[src/rtl/serial_deserializer_pkg.sv]
// Shared definitions for the serial receive blocks: FSM state encoding and a
// counter-width helper usable in parameter expressions.
package serial_deserializer_pkg;

    localparam logic [0:0] ST_IDLE  = 1'b0;
    localparam logic [0:0] ST_SHIFT = 1'b1;

    // Returns the number of bits needed to count 0 .. value-1 (at least 1).
    function automatic int clog2(input int value);
        int r;
        r = 0;
        while ((1 << r) < value) begin
            r = r + 1;
        end
        if (r == 0) begin
            r = 1;
        end
        return r;
    endfunction

endpackage

[src/rtl/serial_deserializer_out_hold_reg.sv]
// One-word valid/ready holding register; a word offered while the slot is
// occupied and not being consumed is dropped and flagged in a sticky overrun.
module out_hold_reg #(
    parameter int WIDTH = 4
) (
    input  logic             CLK,
    input  logic             RST,
    input  logic             load,
    input  logic [WIDTH-1:0] din,
    input  logic             ready,
    input  logic             clr_ovr,
    output logic [WIDTH-1:0] dout,
    output logic             valid,
    output logic             overrun
);

    logic slot_free;

    // A slot being consumed on this edge can be refilled on the same edge.
    assign slot_free = !valid || ready;

    always_ff @(posedge CLK or posedge RST) begin
        if (RST) begin
            dout  <= '0;
            valid <= 1'b0;
        end else if (load && slot_free) begin
            dout  <= din;
            valid <= 1'b1;
        end else if (valid && ready) begin
            valid <= 1'b0;
        end
    end

    // A new overrun wins over a simultaneous clear.
    always_ff @(posedge CLK or posedge RST) begin
        if (RST) begin
            overrun <= 1'b0;
        end else if (load && !slot_free) begin
            overrun <= 1'b1;
        end else if (clr_ovr) begin
            overrun <= 1'b0;
        end
    end

endmodule

[src/rtl/serial_deserializer.sv]
// Reassembles WIDTH-bit words from a strobed serial stream and hands them to
// a consumer through a one-word valid/ready holding register.
module serial_deserializer
    import serial_deserializer_pkg::*;
#(
    parameter int WIDTH     = 4,
    parameter bit MSB_FIRST = 1'b1,
    localparam int CW       = clog2(WIDTH)
) (
    input  logic             CLK,
    input  logic             RST,
    input  logic             START,
    input  logic             STOP,
    input  logic             SIN,
    input  logic             SIN_EN,
    output logic [WIDTH-1:0] DOUT,
    output logic             DOUT_VALID,
    input  logic             DOUT_READY,
    output logic             OVERRUN,
    input  logic             CLR_OVR,
    output logic             BUSY,
    output logic [CW-1:0]    BIT_CNT
);

    logic [0:0]       state;
    logic [WIDTH-1:0] sr;
    logic [WIDTH-1:0] sr_next;
    logic [CW-1:0]    bit_cnt;
    logic             shift_en;
    logic             word_done;

    // sr_next already contains the current SIN, so on the last bit it is the
    // complete word handed to the holding register.
    always_comb begin
        if (MSB_FIRST) begin
            sr_next = {sr[WIDTH-2:0], SIN};
        end else begin
            sr_next = {SIN, sr[WIDTH-1:1]};
        end
    end

    assign shift_en  = (state == ST_SHIFT) && !STOP && !START && SIN_EN;
    assign word_done = shift_en && (bit_cnt == CW'(WIDTH - 1));

    always_ff @(posedge CLK or posedge RST) begin
        if (RST) begin
            state   <= ST_IDLE;
            sr      <= '0;
            bit_cnt <= '0;
        end else if (state == ST_IDLE) begin
            if (START) begin
                state   <= ST_SHIFT;
                sr      <= '0;
                bit_cnt <= '0;
            end
        end else if (STOP) begin
            state   <= ST_IDLE;
            sr      <= '0;
            bit_cnt <= '0;
        end else if (START) begin
            sr      <= '0;
            bit_cnt <= '0;
        end else if (SIN_EN) begin
            sr      <= sr_next;
            bit_cnt <= word_done ? '0 : bit_cnt + CW'(1);
        end
    end

    out_hold_reg #(
        .WIDTH(WIDTH)
    ) u_out_hold_reg (
        .CLK    (CLK),
        .RST    (RST),
        .load   (word_done),
        .din    (sr_next),
        .ready  (DOUT_READY),
        .clr_ovr(CLR_OVR),
        .dout   (DOUT),
        .valid  (DOUT_VALID),
        .overrun(OVERRUN)
    );

    assign BUSY    = (state == ST_SHIFT);
    assign BIT_CNT = bit_cnt;

endmodule

[config.mk]
export PLATFORM = sky130hd
export DESIGN_NAME = serial_deserializer
export DESIGN_NICKNAME = d
export VERILOG_FILES = /design/src/rtl/serial_deserializer_pkg.sv /design/src/rtl/serial_deserializer_out_hold_reg.sv /design/src/rtl/serial_deserializer.sv
export SDC_FILE = /design/constraint.sdc
export NUM_CORES = 1
export LEC_CHECK = 0
export ABC_AREA = 1
export ABC_CLOCK_PERIOD_IN_PS = 1450
export CAP_MARGIN = 20
export CELL_PAD_IN_SITES_DETAIL_PLACEMENT = 1
export CELL_PAD_IN_SITES_GLOBAL_PLACEMENT = 1
export CORE_MARGIN = 5
export CORE_UTILIZATION = 31
export CTS_CLUSTER_SIZE = 30
export DETAILED_ROUTE_END_ITERATION = 10
export GPL_TIMING_DRIVEN = 0
export PLACE_DENSITY = 0.85
export SLEW_MARGIN = 15
export SYNTH_ARGS = -nofsm -noshare
export SYNTH_HDL_FRONTEND = slang
export SYNTH_SLANG_ARGS = --single-unit
export TNS_END_PERCENT = 20
[constraint.sdc]
create_clock -name CLK -period 1.45 [get_ports CLK]
set_clock_uncertainty 0.1 [all_clocks]
set_input_delay 0.435 -clock CLK [delete_from_list [all_inputs] [get_ports CLK]]
set_output_delay 0.435 -clock CLK [all_outputs]
set_load 0.1 [all_outputs]
==> flow_metrics.env, run 1 <==
export IMPL_grt_usage=0.118
export IMPL_dr_total_vias=485
export IMPL_timing_fmax_mhz=669
export IMPL_rows=15
export IMPL_critical_path_top_delay_family="flip-flops"
export IMPL_drive_above_1_share=0.293
export IMPL_fin_cells=99
export IMPL_antennaDiodeCount=0
export IMPL_numCtsBuffers=3
export IMPL_fin_ws_ps=-43.9
export IMPL_fin_util=0.487
export IMPL_final_setup_tns_ps=-75.2
export IMPL_relSlewSlack=0.689
export IMPL_pre_cts_ws_ps=-638
export IMPL_antenna_found_initial=0
export IMPL_drt_total_wl_mm=1.38
export IMPL_path_buf_inv=1
export IMPL_drt_initial_drc_count=3
export IMPL_clkSlewWorstSetupHoldPaths_ps=80
export IMPL_path_max_fanout=3
export IMPL_end_kind="output pin"
export IMPL_share_comb_of_total_power=0.194
export IMPL_portBuffers=16
export IMPL_final_cell_mix="nand2_1, dfrtp_1, clkdlybuf4s50_1"
export IMPL_final_hold_viol_count=0
export IMPL_cts_tree="done"
export IMPL_ys_ff_latch=12
export IMPL_cp_slowest_cell="dfrtp_4"
export IMPL_hp_class="in2async"
export IMPL_syn_nets=69
export IMPL_fin_nets=92
export IMPL_final_common_cell="nand2_1"
export IMPL_power_density_mw_per_mm2=878
export IMPL_power_switching_mw=0.212
export IMPL_ys_seq_area_frac=0.566
export IMPL_ioPinCount=17
export IMPL_setup_viol=2
export IMPL_p_int_mw=0.502
export IMPL_ys_types=13
export IMPL_min_period_over_period=1.03
export IMPL_worstPathCellList="buf_12"
export IMPL_path_class="reg2out"
export IMPL_power_leakage_nw=0.415
export IMPL_worstMarginPinSlew_ps=466
export IMPL_vdd_ir_drop_max_v=0.000434
export IMPL_viasPerCell=4.90
export IMPL_min_period_ps=1490
export IMPL_seq_power_share=0.498
export IMPL_placed_cells=93
export IMPL_clockPowerShare=0.308
export IMPL_clock_path_buffers=2
export IMPL_required_ps=920
export IMPL_clock_sinks=12
export IMPL_hpwl_um=960
export IMPL_first_pass_iters=2
export IMPL_avgSynthCellArea_sq_um=8.84
export IMPL_synth_warnings=0
export IMPL_grt_overflow_total=0
export IMPL_coreArea_sq_mm=0.00167
export IMPL_die_area_sq_mm=0.00264
export IMPL_max_cap_violations=0
export IMPL_drv_slew=0
export IMPL_grt_pass1_vias=516
export IMPL_sw_frac_of_total=0.296
export IMPL_power_mw=0.714
export IMPL_clock_root_buffer="clkbuf_4"
export IMPL_drc=0
export IMPL_die_width_um=51.4
export IMPL_clk_latency_ps=270
export IMPL_grt_pass1_wl_mm=2.28
export IMPL_die_y_um=51.4
export IMPL_max_stage_delay_ps=510
export IMPL_crit_path_start_kind="flip-flop"
export IMPL_ctsHoldBuffers=0
export IMPL_rsz0062_at_grt="true"
export IMPL_syn2layout_area_growth_pct=53.3
export IMPL_violations="negative setup slack"
export IMPL_fillers=195
export IMPL_drtAntennaViolNets=0
export IMPL_start_util=0.318
export IMPL_grt_max_degree=13
export IMPL_cp_arrival_ps=960
export IMPL_cts_htree_levels=1
export IMPL_wire_per_inst_um=13.9
export IMPL_syn_inst=60
export IMPL_syn_cell_area_sq_um=531
export IMPL_status="finished, violations left"
export IMPL_gp_congestion=0.700
-- state kept, by name, summed over array words and instances (netlist names) --
register / cells
BIT_CNT: 2
BUSY: 1
sr: 3
u_out_hold_reg.dout: 4
u_out_hold_reg.overrun: 1
u_out_hold_reg.valid: 1
-- cell type report --
type	instances	area [sq um]	share of cell area
Multi-Input combinational cell	41	209	0.257
Timing Repair Buffer	18	220	0.271
Tap cell	17	21.3	0.0262
Clock buffer	4	26.3	0.0323
Inverter	7	26.3	0.0323
Sequential cell	12	310	0.382
-- Yosys cell counts --
| library cell | count | area [sq um] |
|---|---|---|
| ha_1 | 1 | 12.5 |
| nand4_1 | 4 | 25.0 |
| o21ai_0 | 1 | 5.00 |
| nor2_4 | 1 | 11.3 |
| nor2_2 | 1 | 6.26 |
| nand2_1 | 22 | 82.6 |
| dfrtp_1 | 12 | 300 |
| o21ai_1 | 3 | 15.0 |
| inv_2 | 1 | 3.75 |
| nand2_2 | 1 | 6.26 |
| inv_1 | 6 | 22.5 |
| nand3_2 | 1 | 10.0 |
| nand3_1 | 6 | 30.0 |
-- power by group through the flow --
stage	Combinational (mW)	Clock, mW	Sequential [mW]
6_report	0.139	0.220	0.355
5_1_grt	0.147	0.249	0.357
4_1_cts	0.135	0.229	0.356
3_5_place_dp	0.120	0	0.359
3_3_place_gp	0.118	0	0.359
2_1_floorplan	0.0298	0	0.404
-- worst paths after layout --
kind	from	endpoint	slack, ps	cells after the start
setup reg to reg	BIT_CNT[0]	u_out_hold_reg.dout[3]	0	7
min in group CLK	u_out_hold_reg.dout[2]	u_out_hold_reg.dout[2]	400	2
hold / removal	RST	sr[1]	370	2
max in group asynchronous	RST	u_out_hold_reg.valid	530	2
setup / recovery	BIT_CNT[0]	BIT_CNT[0]	-40	1
hold reg to reg	u_out_hold_reg.dout[2]	u_out_hold_reg.dout[2]	400	2
-- cells by family after synthesis --
group | synth area share
AND/OR/NAND/NOR | 0.323
flip-flops | 0.566
buffers and inverters | 0.0495
AO/OA/AOI/OAI | 0.0377
adder cells (fa/ha/maj) | 0.0236
-- timing repair --
action                     4_1_cts  5_1_grt
setup endpoints to repair       10       10
pin swaps                        0        0
buffers inserted                 1        1
gates resized for setup         69        4
-- metrics by stage --
| step | area, sq um | hold WS, ps |
|---|---|---|
| after floorplan | 541 | 200 |
| after global placement | 722 | 358 |
| after detailed placement | 722 | 369 |
| after CTS | 790 | 386 |
| after global routing | 813 | 426 |
| final | 813 | 370 |
-- routing by layer --
metal | GRT usage | vias to the layer above | wire, um
met4 | 0.0524 | 0 | 16
met3 | 0.0437 | 2 | 68
met2 | 0.189 | 13 | 695
met1 | 0.139 | 232 | 600
met5 | 0 | - | 0
li1 | - | 238 | -
Power figures use the tool's default switching activity.
==> inputs of run 2 (changes only) <==
RECOVER_POWER = 100   (was not set)
==> run 2 against run 1 <==
The flow still finishes with violations (negative setup slack). Total power fell by 0.27%. Hold slack improved by 28 ps. Highest routed layer unchanged. Core utilization is 0.30 points lower. Critical endpoint unchanged. Clock power about the same.
==> flow_metrics.env, run 2 (synthesis gave the netlist of run 1 again) <==
export IMPL_fin_nets=92
export IMPL_rsz0062_at_grt="true"
export IMPL_vdd_ir_drop_max_v=0.000434
export IMPL_ctsHoldBuffers=0
export IMPL_end_kind="output pin"
export IMPL_power_leakage_nw=0.415
export IMPL_viasPerCell=4.90
export IMPL_power_density_mw_per_mm2=881
export IMPL_violations="negative setup slack"
export IMPL_wire_per_inst_um=13.9
export IMPL_cts_htree_levels=1
export IMPL_portBuffers=16
export IMPL_clkSlewWorstSetupHoldPaths_ps=80
export IMPL_cp_slowest_cell="dfrtp_4"
export IMPL_rows=15
export IMPL_final_common_cell="nand2_1"
export IMPL_path_max_fanout=3
export IMPL_max_stage_delay_ps=510
export IMPL_grt_pass1_vias=516
export IMPL_grt_max_degree=13
export IMPL_place_area_sq_um=722
export IMPL_top_register="u_out_hold_reg.dout"
export IMPL_dr_total_vias=485
export IMPL_reg2reg_depth=7
export IMPL_final_setup_tns_ps=-75.3
export IMPL_timing_fmax_mhz=669
export IMPL_grt_overflow_total=0
export IMPL_numCtsBuffers=3
export IMPL_path_buf_inv=1
export IMPL_fin_util=0.484
export IMPL_drt_total_wl_mm=1.38
export IMPL_cts_tree="done"
export IMPL_syn2layout_area_growth_pct=52.4
export IMPL_fin_ws_ps=-43.9
export IMPL_drc=0
export IMPL_die_width_um=51.4
export IMPL_clk_latency_ps=270
export IMPL_drt_initial_drc_count=3
export IMPL_cp_depth=1
export IMPL_seq_area_sq_um=310
export IMPL_clock_path_buffers=2
export IMPL_relSlewSlack=0.689
export IMPL_fillers=195
export IMPL_hp_class="reg2reg"
export IMPL_hpwl_um=960
export IMPL_worstMarginPinSlew_ps=465
export IMPL_min_period_ps=1490
export IMPL_antennaDiodeCount=0
export IMPL_clock_sinks=12
export IMPL_hold_ws_ps=398
export IMPL_critical_path_top_delay_family="flip-flops"
export IMPL_rr_endpoint="u_out_hold_reg.dout[3]"
export IMPL_max_cap_violations=0
export IMPL_first_pass_iters=2
export IMPL_cp_arrival_ps=960
export IMPL_grt_usage=0.118
export IMPL_fin_cells=99
export IMPL_crit_path_end="BIT_CNT[0]"
export IMPL_drtAntennaViolNets=0
export IMPL_path_class="reg2out"
export IMPL_final_hold_viol_count=0
export IMPL_largest_reg_flops=4
export IMPL_drv_slew=0
export IMPL_required_ps=920
export IMPL_worstPathCellList="buf_12"
export IMPL_drive_above_1_share=0.293
export IMPL_status="finished, violations left"
export IMPL_setup_viol=2
export IMPL_gp_congestion=0.700
export IMPL_antenna_found_initial=0
export IMPL_grt_pass1_wl_mm=2.28
export IMPL_clock_root_buffer="clkbuf_4"
export IMPL_coreArea_sq_mm=0.00167
export IMPL_r2r_slack_ps=0
export IMPL_start_util=0.318
export IMPL_placed_cells=93
export IMPL_die_area_sq_mm=0.00264
export IMPL_timing_rr_start="BIT_CNT[0]"
export IMPL_ioPinCount=17
export IMPL_multi_input_area_sq_um=204
export IMPL_final_cell_mix="nand2_1, dfrtp_1, nand3_1, clkdlybuf4s50_1, inv_1"
export IMPL_crit_path_start_kind="flip-flop"
export IMPL_final_cell_area_sq_um=808
export IMPL_crit_path_start="BIT_CNT[0]"
export IMPL_min_period_over_period=1.03
export IMPL_die_y_um=51.4
run 2: cell count changes in the layout (fill, tap and decap cells not counted):
| cell | previous run | this run |
|---|---|---|
| nor2_2 | 0 | 1 |
| dlygate4sd3_1 | 0 | 1 |
| nor2_4 | 2 | 1 |
| clkdlybuf4s50_1 | 7 | 6 |
run 2: layer usage:
metal  part of all wire  track usage
met5                  0            0
met4              0.012       0.0524
met2               0.50        0.189
met1               0.44        0.139
met3              0.049       0.0437
run 2: metrics by stage:
step                power, mW  setup slack, ps
finish                  0.712            -43.9
global route            0.751            -79.8
CTS                     0.719            -60.3
detailed placement      0.480             -638
global placement        0.476             -621
floorplan               0.434             17.3
run 2: final cells by class:
type | count | area share
Inverter | 7 | 0.0325
Sequential cell | 12 | 0.384
Timing Repair Buffer | 18 | 0.272
Clock buffer | 4 | 0.0325
Multi-Input combinational cell | 41 | 0.252
Tap cell | 17 | 0.0263
run 2: timing repair:
| item | CTS | global route |
|---|---|---|
| endpoints found under the setup margin | 10 | 10 |
| setup buffers | 1 | 1 |
| gates resized for setup | 69 | 4 |
run 2: where the power goes:
group	total, mW	internal [mW]	leakage, nW	switching (mW)
Sequential	0.355	0.344	0.159	0.0116
Combinational	0.137	0.0514	0.241	0.0853
Clock	0.220	0.106	0.0150	0.114
Total	0.712	0.502	0.415	0.211
run 2: worst min path at each step:
stage	start	to	slack [ps]	cells after the start
finish	u_out_hold_reg.dout[2]	u_out_hold_reg.dout[2]	400	2
floorplan	RST	sr[0]	200	1
CTS	RST	sr[1]	390	2
global placement	u_out_hold_reg.dout[2]	u_out_hold_reg.dout[2]	360	2
global route	u_out_hold_reg.dout[2]	u_out_hold_reg.dout[2]	440	2
detailed placement	u_out_hold_reg.dout[2]	u_out_hold_reg.dout[2]	370	2
